`src/rtl/nes_poll_sequencer.sv`:
```
// nes_poll_sequencer: drives the latch/clock protocol for two NES pads in
// lockstep and captures one 8-bit button snapshot per poll request.
//
// Handshake: start is a single-cycle request that is only honoured in IDLE.
// Requests seen while busy are dropped. valid is a one-cycle strobe, and
// buttons_p1/p2 change only in the cycle where valid is high.
//
// Poll timeline, counted in edges after the start edge E0:
//   E0                 : busy rises. nes_latch stays low while counters clear.
//   E0+1 .. E0+L       : nes_latch high (L = LATCH_CYCLES).
//   then 8 READ_LOW and 7 CLK_HIGH phases, each HALF_CYCLES long.
//   E0+L+15*HALF+1     : DONE, valid high, buttons updated.
//   one IDLE cycle, after which the next request can be taken.
module nes_poll_sequencer #(
  parameter int LATCH_CYCLES = 300,
  parameter int HALF_CYCLES  = 150
) (
  input  logic       clk,
  input  logic       reset,
  input  logic       start,
  input  logic       nes_data_p1,
  input  logic       nes_data_p2,
  output logic       nes_latch,
  output logic       nes_clk,
  output logic [7:0] buttons_p1,
  output logic [7:0] buttons_p2,
  output logic       valid,
  output logic       busy
);

  typedef enum logic [2:0] {
    IDLE     = 3'd0,
    LATCH    = 3'd1,
    READ_LOW = 3'd2,
    CLK_HIGH = 3'd3,
    DONE     = 3'd4
  } state_t;

  // The LATCH state holds a setup cycle (cnt=0) and then LATCH_CYCLES latch cycles.
  localparam logic [9:0] LATCH_LAST = 10'(LATCH_CYCLES);
  localparam logic [9:0] HALF_LAST  = 10'(HALF_CYCLES - 1);

  state_t     state, state_n;
  logic [9:0] cnt, cnt_n;
  logic [3:0] bit_cnt, bit_cnt_n;
  logic [7:0] shift_p1, shift_p1_n;
  logic [7:0] shift_p2, shift_p2_n;
  logic [1:0] sync_p1, sync_p2;
  logic       latch_n, clk_n, valid_n, busy_n;

  // Next-state, counter and shift-register logic.
  always_comb begin
    state_n    = state;
    cnt_n      = cnt;
    bit_cnt_n  = bit_cnt;
    shift_p1_n = shift_p1;
    shift_p2_n = shift_p2;
    case (state)
      IDLE: begin
        if (start) begin
          state_n = LATCH;
          cnt_n   = '0;
        end
      end
      LATCH: begin
        bit_cnt_n = '0;
        if (cnt == LATCH_LAST) begin
          state_n = READ_LOW;
          cnt_n   = '0;
        end else begin
          cnt_n = cnt + 10'd1;
        end
      end
      READ_LOW: begin
        if (cnt == HALF_LAST) begin
          // Pads drive active-low data; store pressed as 1, first bit ends up in bit 7.
          shift_p1_n = {shift_p1[6:0], ~sync_p1[1]};
          shift_p2_n = {shift_p2[6:0], ~sync_p2[1]};
          bit_cnt_n  = bit_cnt + 4'd1;
          cnt_n      = '0;
          state_n    = (bit_cnt == 4'd7) ? DONE : CLK_HIGH;
        end else begin
          cnt_n = cnt + 10'd1;
        end
      end
      CLK_HIGH: begin
        if (cnt == HALF_LAST) begin
          state_n = READ_LOW;
          cnt_n   = '0;
        end else begin
          cnt_n = cnt + 10'd1;
        end
      end
      DONE: begin
        state_n = IDLE;
        cnt_n   = '0;
      end
      default: begin
        state_n = IDLE;
        cnt_n   = '0;
      end
    endcase
  end

  // Output values for the next cycle, decoded from the next state so every output is a flop.
  always_comb begin
    latch_n = (state_n == LATCH) && (cnt_n != 10'd0);
    clk_n   = (state_n == CLK_HIGH);
    valid_n = (state_n == DONE);
    busy_n  = (state_n != IDLE);
  end

  // State, counters, synchronisers and registered outputs.
  always_ff @(posedge clk) begin
    if (reset) begin
      state      <= IDLE;
      cnt        <= '0;
      bit_cnt    <= '0;
      shift_p1   <= '0;
      shift_p2   <= '0;
      sync_p1    <= '0;
      sync_p2    <= '0;
      nes_latch  <= 1'b0;
      nes_clk    <= 1'b0;
      valid      <= 1'b0;
      busy       <= 1'b0;
      buttons_p1 <= '0;
      buttons_p2 <= '0;
    end else begin
      state     <= state_n;
      cnt       <= cnt_n;
      bit_cnt   <= bit_cnt_n;
      shift_p1  <= shift_p1_n;
      shift_p2  <= shift_p2_n;
      sync_p1   <= {sync_p1[0], nes_data_p1};
      sync_p2   <= {sync_p2[0], nes_data_p2};
      nes_latch <= latch_n;
      nes_clk   <= clk_n;
      valid     <= valid_n;
      busy      <= busy_n;
      if (state_n == DONE) begin
        buttons_p1 <= shift_p1_n;
        buttons_p2 <= shift_p2_n;
      end
    end
  end

endmodule

```
`config.mk`:
```
export PLATFORM = sky130hd
export DESIGN_NAME = nes_poll_sequencer
export DESIGN_NICKNAME = d
export VERILOG_FILES = /design/src/rtl/nes_poll_sequencer.sv
export SDC_FILE = /design/constraint.sdc
export NUM_CORES = 1
export LEC_CHECK = 0
export BUFFER_PORTS_ARGS = -buffer_cell sky130_fd_sc_hd__buf_2
export CAP_MARGIN = 20
export CORE_AREA = 5 5 73 88
export CTS_CLUSTER_SIZE = 25
export DETAILED_ROUTE_END_ITERATION = 12
export DIE_AREA = 0 0 78 93
export GPL_TIMING_DRIVEN = 0
export PLACE_DENSITY = 0.68
export SLEW_MARGIN = 20
export SYNTH_ARGS = -nofsm -noshare
export SYNTH_HDL_FRONTEND = slang
export SYNTH_SLANG_ARGS = --single-unit
export TNS_END_PERCENT = 5
```
`constraint.sdc`:
```
create_clock -name clk -period 2.5 [get_ports clk]
set_input_delay 0.25 -clock clk [delete_from_list [all_inputs] [get_ports clk]]
set_output_delay 0.25 -clock clk [all_outputs]
set_load 0.01 [all_outputs]
```
==> After elaboration in Yosys (flattened, before gate mapping) <==
Cells that the tools add are included.
{ "totals": {"ramBits": 0, "romBits": 0, "inputBits": 5, "memories": 0, "word_cells": 50, "reg_bits": 57, "latchBits": 0} }
{ "classes": {"n_mul": 0, "muxes": 16, "n_reduce_logical": 7, "n_bitwise": 2, "shift": 0, "eq_ne": 10, "div_mod_pow": 0, "n_lt_le_gt_ge": 0, "add_sub_neg": 2} }
{ "ops": {"columns": ["operator", "count"], "rows": [
  ["$mux 8", 4],
  ["$mux 10", 3],
  ["$pmux 10 s3", 1],
  ["$mux 3", 5],
  ["$pmux 3 s4", 1],
  ["$add 10x1->10 const B", 1],
  ["$eq 10x8->1 const B", 1],
  ["$eq 10x9->1 const B", 1],
  ["$reduce_bool 10->1", 1],
  ["$eq 3x2->1 const B", 3],
  ["$pmux 4 s2", 1],
  ["$eq 3x1->1 const B", 2],
  ["$add 4x1->4 const B", 1],
  ["$eq 4x3->1 const B", 1],
  ["$mux 4", 1],
  ["$eq 3x3->1 const B", 1],
  ["$logic_not 3->1", 1],
  ["$reduce_bool 3->1", 1],
  ["$ne 2x2->1 const B", 1],
  ["$not 1->1", 2],
  ["$reduce_and 2->1", 1],
  ["$reduce_bool 2->1", 1],
  ["$reduce_or 2->1", 1],
  ["$logic_and 1x1->1", 1]
]} }

==> Logic depth before layout (Yosys ltp) <==
{ "depth": {"depth_word": 6, "ltp_mapped": 10, "ltp_nobuf": 8} }

==> Least setup slack after synthesis <==
Ideal clock, no wire load.
{ "synth_timing": {"path_type": "reg-to-reg", "startpoint": "register cnt[1]", "endpoint": "register nes_latch", "synth_period_minus_slack_ns": 2.066, "stages_incl_launch_ff": 9, "setup_time_ns": 0.077, "arrival_time_ns": 1.989, "path_slack_ns": 0.434, "t_required_ns": 2.423, "path_cell_list": "dfxtp_1 inv_1 ha_1 and4b_1 and2_4 mux2_2 a311o_1 a211o_1 a41oi_2"} }
{ "synth_via": {"elab_chain_cells": 5} }
{ "synth_lines": {"columns": ["element", "line", "source"], "rows": [
  ["from (decl)", "44", "logic [9:0] cnt, cnt_n;"],
  ["from (signal assigned)", "131", "cnt <= cnt_n;"],
  ["$add 10x1->10 (tied with other cells)", "71, 83, 91", null],
  ["$mux 10 (tied with other cells)", "75, 87", null],
  ["$pmux 10 s3 or $pmux 3 s4 (tied branches)", "58", "case (state)"],
  ["$reduce_bool 10->1 or $eq 3x1->1 (tied branches)", "107", "latch_n = (state_n == LATCH) && (cnt_n != 10'd0);"],
  ["$logic_and 1x1->1 (*)", "107", null],
  ["to (signal assigned)", "137", "nes_latch <= latch_n;"],
  ["to (decl)", "23", "output logic nes_latch,"]
]} }
Mark *: on every way between the ends. The rest lies on a longest branch, timed or not.
A chain may end at the register's enable or synchronous reset.

==> Worst setup path in the final report <==
Ends and elaborated chain as after synthesis.

==> impl_metrics.toml <==
[outcome]
status = "finished, final reports clean"

[yosys]
synth_top_area_cell = "dfxtp_1"
synth.area.top_cells = "dfxtp_1 47%, nand2_1 10%, a21oi_1 7.7%"
synth_ff_type = "dfxtp_1"
synth_warnings = 0
avgSynthCellArea_um2 = 8.06
ys_types = 46
synth_top_area_share = 0.468
ys_ff_latch = 55
async_flop_share = 0
seq_area_frac_synth = 0.468
synthesis.nets = 301
synth_cells = 292
synth_edf_count = 0
syn_area_mm2 = 0.00235

[floorplan]
core_mm2 = 0.00552
die_x_um = 78
rows = 30
initial_core_util = 0.426
die-area_mm2 = 0.00725
die_h_um = 93
num_io_pins = 25

[critical_path]
critPathCaptureType = "flip-flop"
cp_data_arrival_time_ns = 2.50
critPathLaunchType = "flip-flop"
cp_slowest_cell = "dfxtp_1"
worstPathCellList = "inv_1 > ha_1 > and4b_1 > and2_4 > mux2_2 > a311o_1 > a211o_1 > a41oi_2"
setup.worst_path.start = "cnt[1]"
reg2reg_from = "cnt[1]"
cp.required_ns = 2.73
critPathKind = "reg -> reg"
path_max_fanout = 6
slowest_delay_ns = 0.42

[pwr]
p_leak_nw = 0.968
powerDensity_mw_per_mm2 = 559
ir_drop_uv = 256
total_power_mw = 1.48

[detailed_routing]
wl_per_cell_um = 12.5
first_pass_iters = 4
drc = 0
drt_iter0_drc = 87
routed_wl_mm = 4.83
via_per_inst = 5.35
vias = 2071
ant_nets = 0

[cts]
numCtsBuffers = 5
clock_sinks = 55
cts_tree = "done"
cts_buffer_depth = 2
htree_levels = 2
clock_latency_ns = 0.30
post_cts_buffers = 0
clkSlewWorstSetupHoldPaths_ns = 0.09
cts-root-buf = "clkbuf_8"

[sta]
period_share = 0.907
min_period_ns = 2.27
skew_ns = 0.00861
setup_violations = 0
slew_headroom = 0.284
hold_viol = 0
tightest_slew_ns = 1.06
rsz0062_at_grt = "no"
report.final.slew_viol_count = 0
setup_ws_ns = 0.233
fmax_mhz = 441
setup_tns_ns = 0

[layout]
nets = 331
final_common_cell = "nand2_1"
num_antenna_cells = 0
fillers = 571
final_cell_mix = "64 x nand2_1, 55 x dfxtp_1, 36 x a21oi_1"
drive_gt1_frac = 0.133
layout-area-overhead-vs-synth_pct = 12.7

[worst_hold_path]
hold_class = "in -> reg"
min_from = "nes_data_p2"

[global_route]
grt_pass1_wl_mm = 8.54
grt_start_max_net_pins = 18
grt_pass1_vias = 1892
grt_usage = 0.142
grt_overflow = 0
antenna_found_initial = 0

[place]
port_buffers = 23
gp_congestion = 0.896
pre_cts_ws_ns = 0.183
dp_hpwl_mm = 3.52

[flow_run]
maxCapViolCount = 0
[cell type report]
| type | count | area (µm²) | share of cell area |
|---|---|---|---|
| plain buffers | 17 | 78.8 | 0.0297 |
| multi-input cells | 217 | 1170 | 0.440 |
| well taps | 64 | 80.1 | 0.0302 |
| repair buffers | 23 | 115 | 0.0434 |
| clock inverters | 2 | 16.3 | 0.00613 |
| clock buffers | 6 | 82.6 | 0.0311 |
| inverters | 3 | 11.3 | 0.00425 |
| flip-flops and latches | 55 | 1100 | 0.415 |
[logic make-up after synthesis]
group                      share of synthesized area
AOI/OAI and AO/OA                              0.172
xor gates and xnor gates                      0.0112
adders and majority gates                     0.0213
buffers and inverters                         0.0383
DFF                                            0.468
muxes                                        0.00479
and+or+nand+nor                                0.284
[final timing paths]
kind,to,slack (ns),cells after the start
min,sync_p2[0],0.15,2
max reg2reg,nes_latch,0.23,8
max,nes_latch,0.23,8
min reg2reg,sync_p1[1],0.44,1
[report_power, final]
part | total [mW] | internal (mW) | switching, mW
clock | 0.513 | 0.227 | 0.286
sequential | 0.891 | 0.884 | 0.00686
combinational | 0.0795 | 0.0279 | 0.0516
total | 1.48 | 1.14 | 0.344
[synth_stat cells (3+ instances only)]
cell type and instances:
nand2_1 64, dfxtp_1 55, a21oi_1 36, nor2_1 29, clkbuf_1 12, nor3_1 12, a211oi_1 7, nand3_1 6
o21ai_0 6, nor2b_1 5, a21o_1 4, ha_1 4, or3_1 4, buf_2 3, inv_1 3, nand2b_1 3
nor4_1 3
[worst max-delay path, delay by kind of cell, from the launching register on]
family / cells / cell delay (ns)
buf+inv: 1 / 0.09
simple gates: 2 / 0.38
fa+ha+maj: 1 / 0.18
mux: 1 / 0.26
compound gates: 3 / 0.87
flops: 1 / 0.42
[routing by layer]
metal / share of wire / GRT usage / up-vias
met3: 0.035 / 0.0308 / 13
li1: - / - / 1065
met2: 0.51 / 0.242 / 32
met5: 0 / 0 / -
met1: 0.43 / 0.171 / 961
met4: 0.028 / 0.0592 / 0
[sequential cells by signal, indices dropped and copies added, names as in the netlist]
register,cells
bit_cnt,4
busy,1
buttons_p1,8
buttons_p2,8
cnt,10
nes_clk,1
nes_latch,1
shift_p1,7
shift_p2,7
state,3
sync_p1,2
sync_p2,2
valid,1
[timing repair]
action,CTS,global route
resized for setup,0,1
hold buffers,0,0
endpoints found under the setup margin,0,9
[metrics by stage]
step,util,area (µm²),hold slack (ns),instances
2_1_floorplan,-,2350,0.370,292
3_3_place_gp,0.462,2550,0.423,379
3_5_place_dp,0.462,2550,0.427,379
6_report,0.480,2650,0.151,387
4_1_cts,0.480,2650,0.140,387
5_1_grt,0.480,2650,0.137,387
Power figures use the tool's default switching activity.
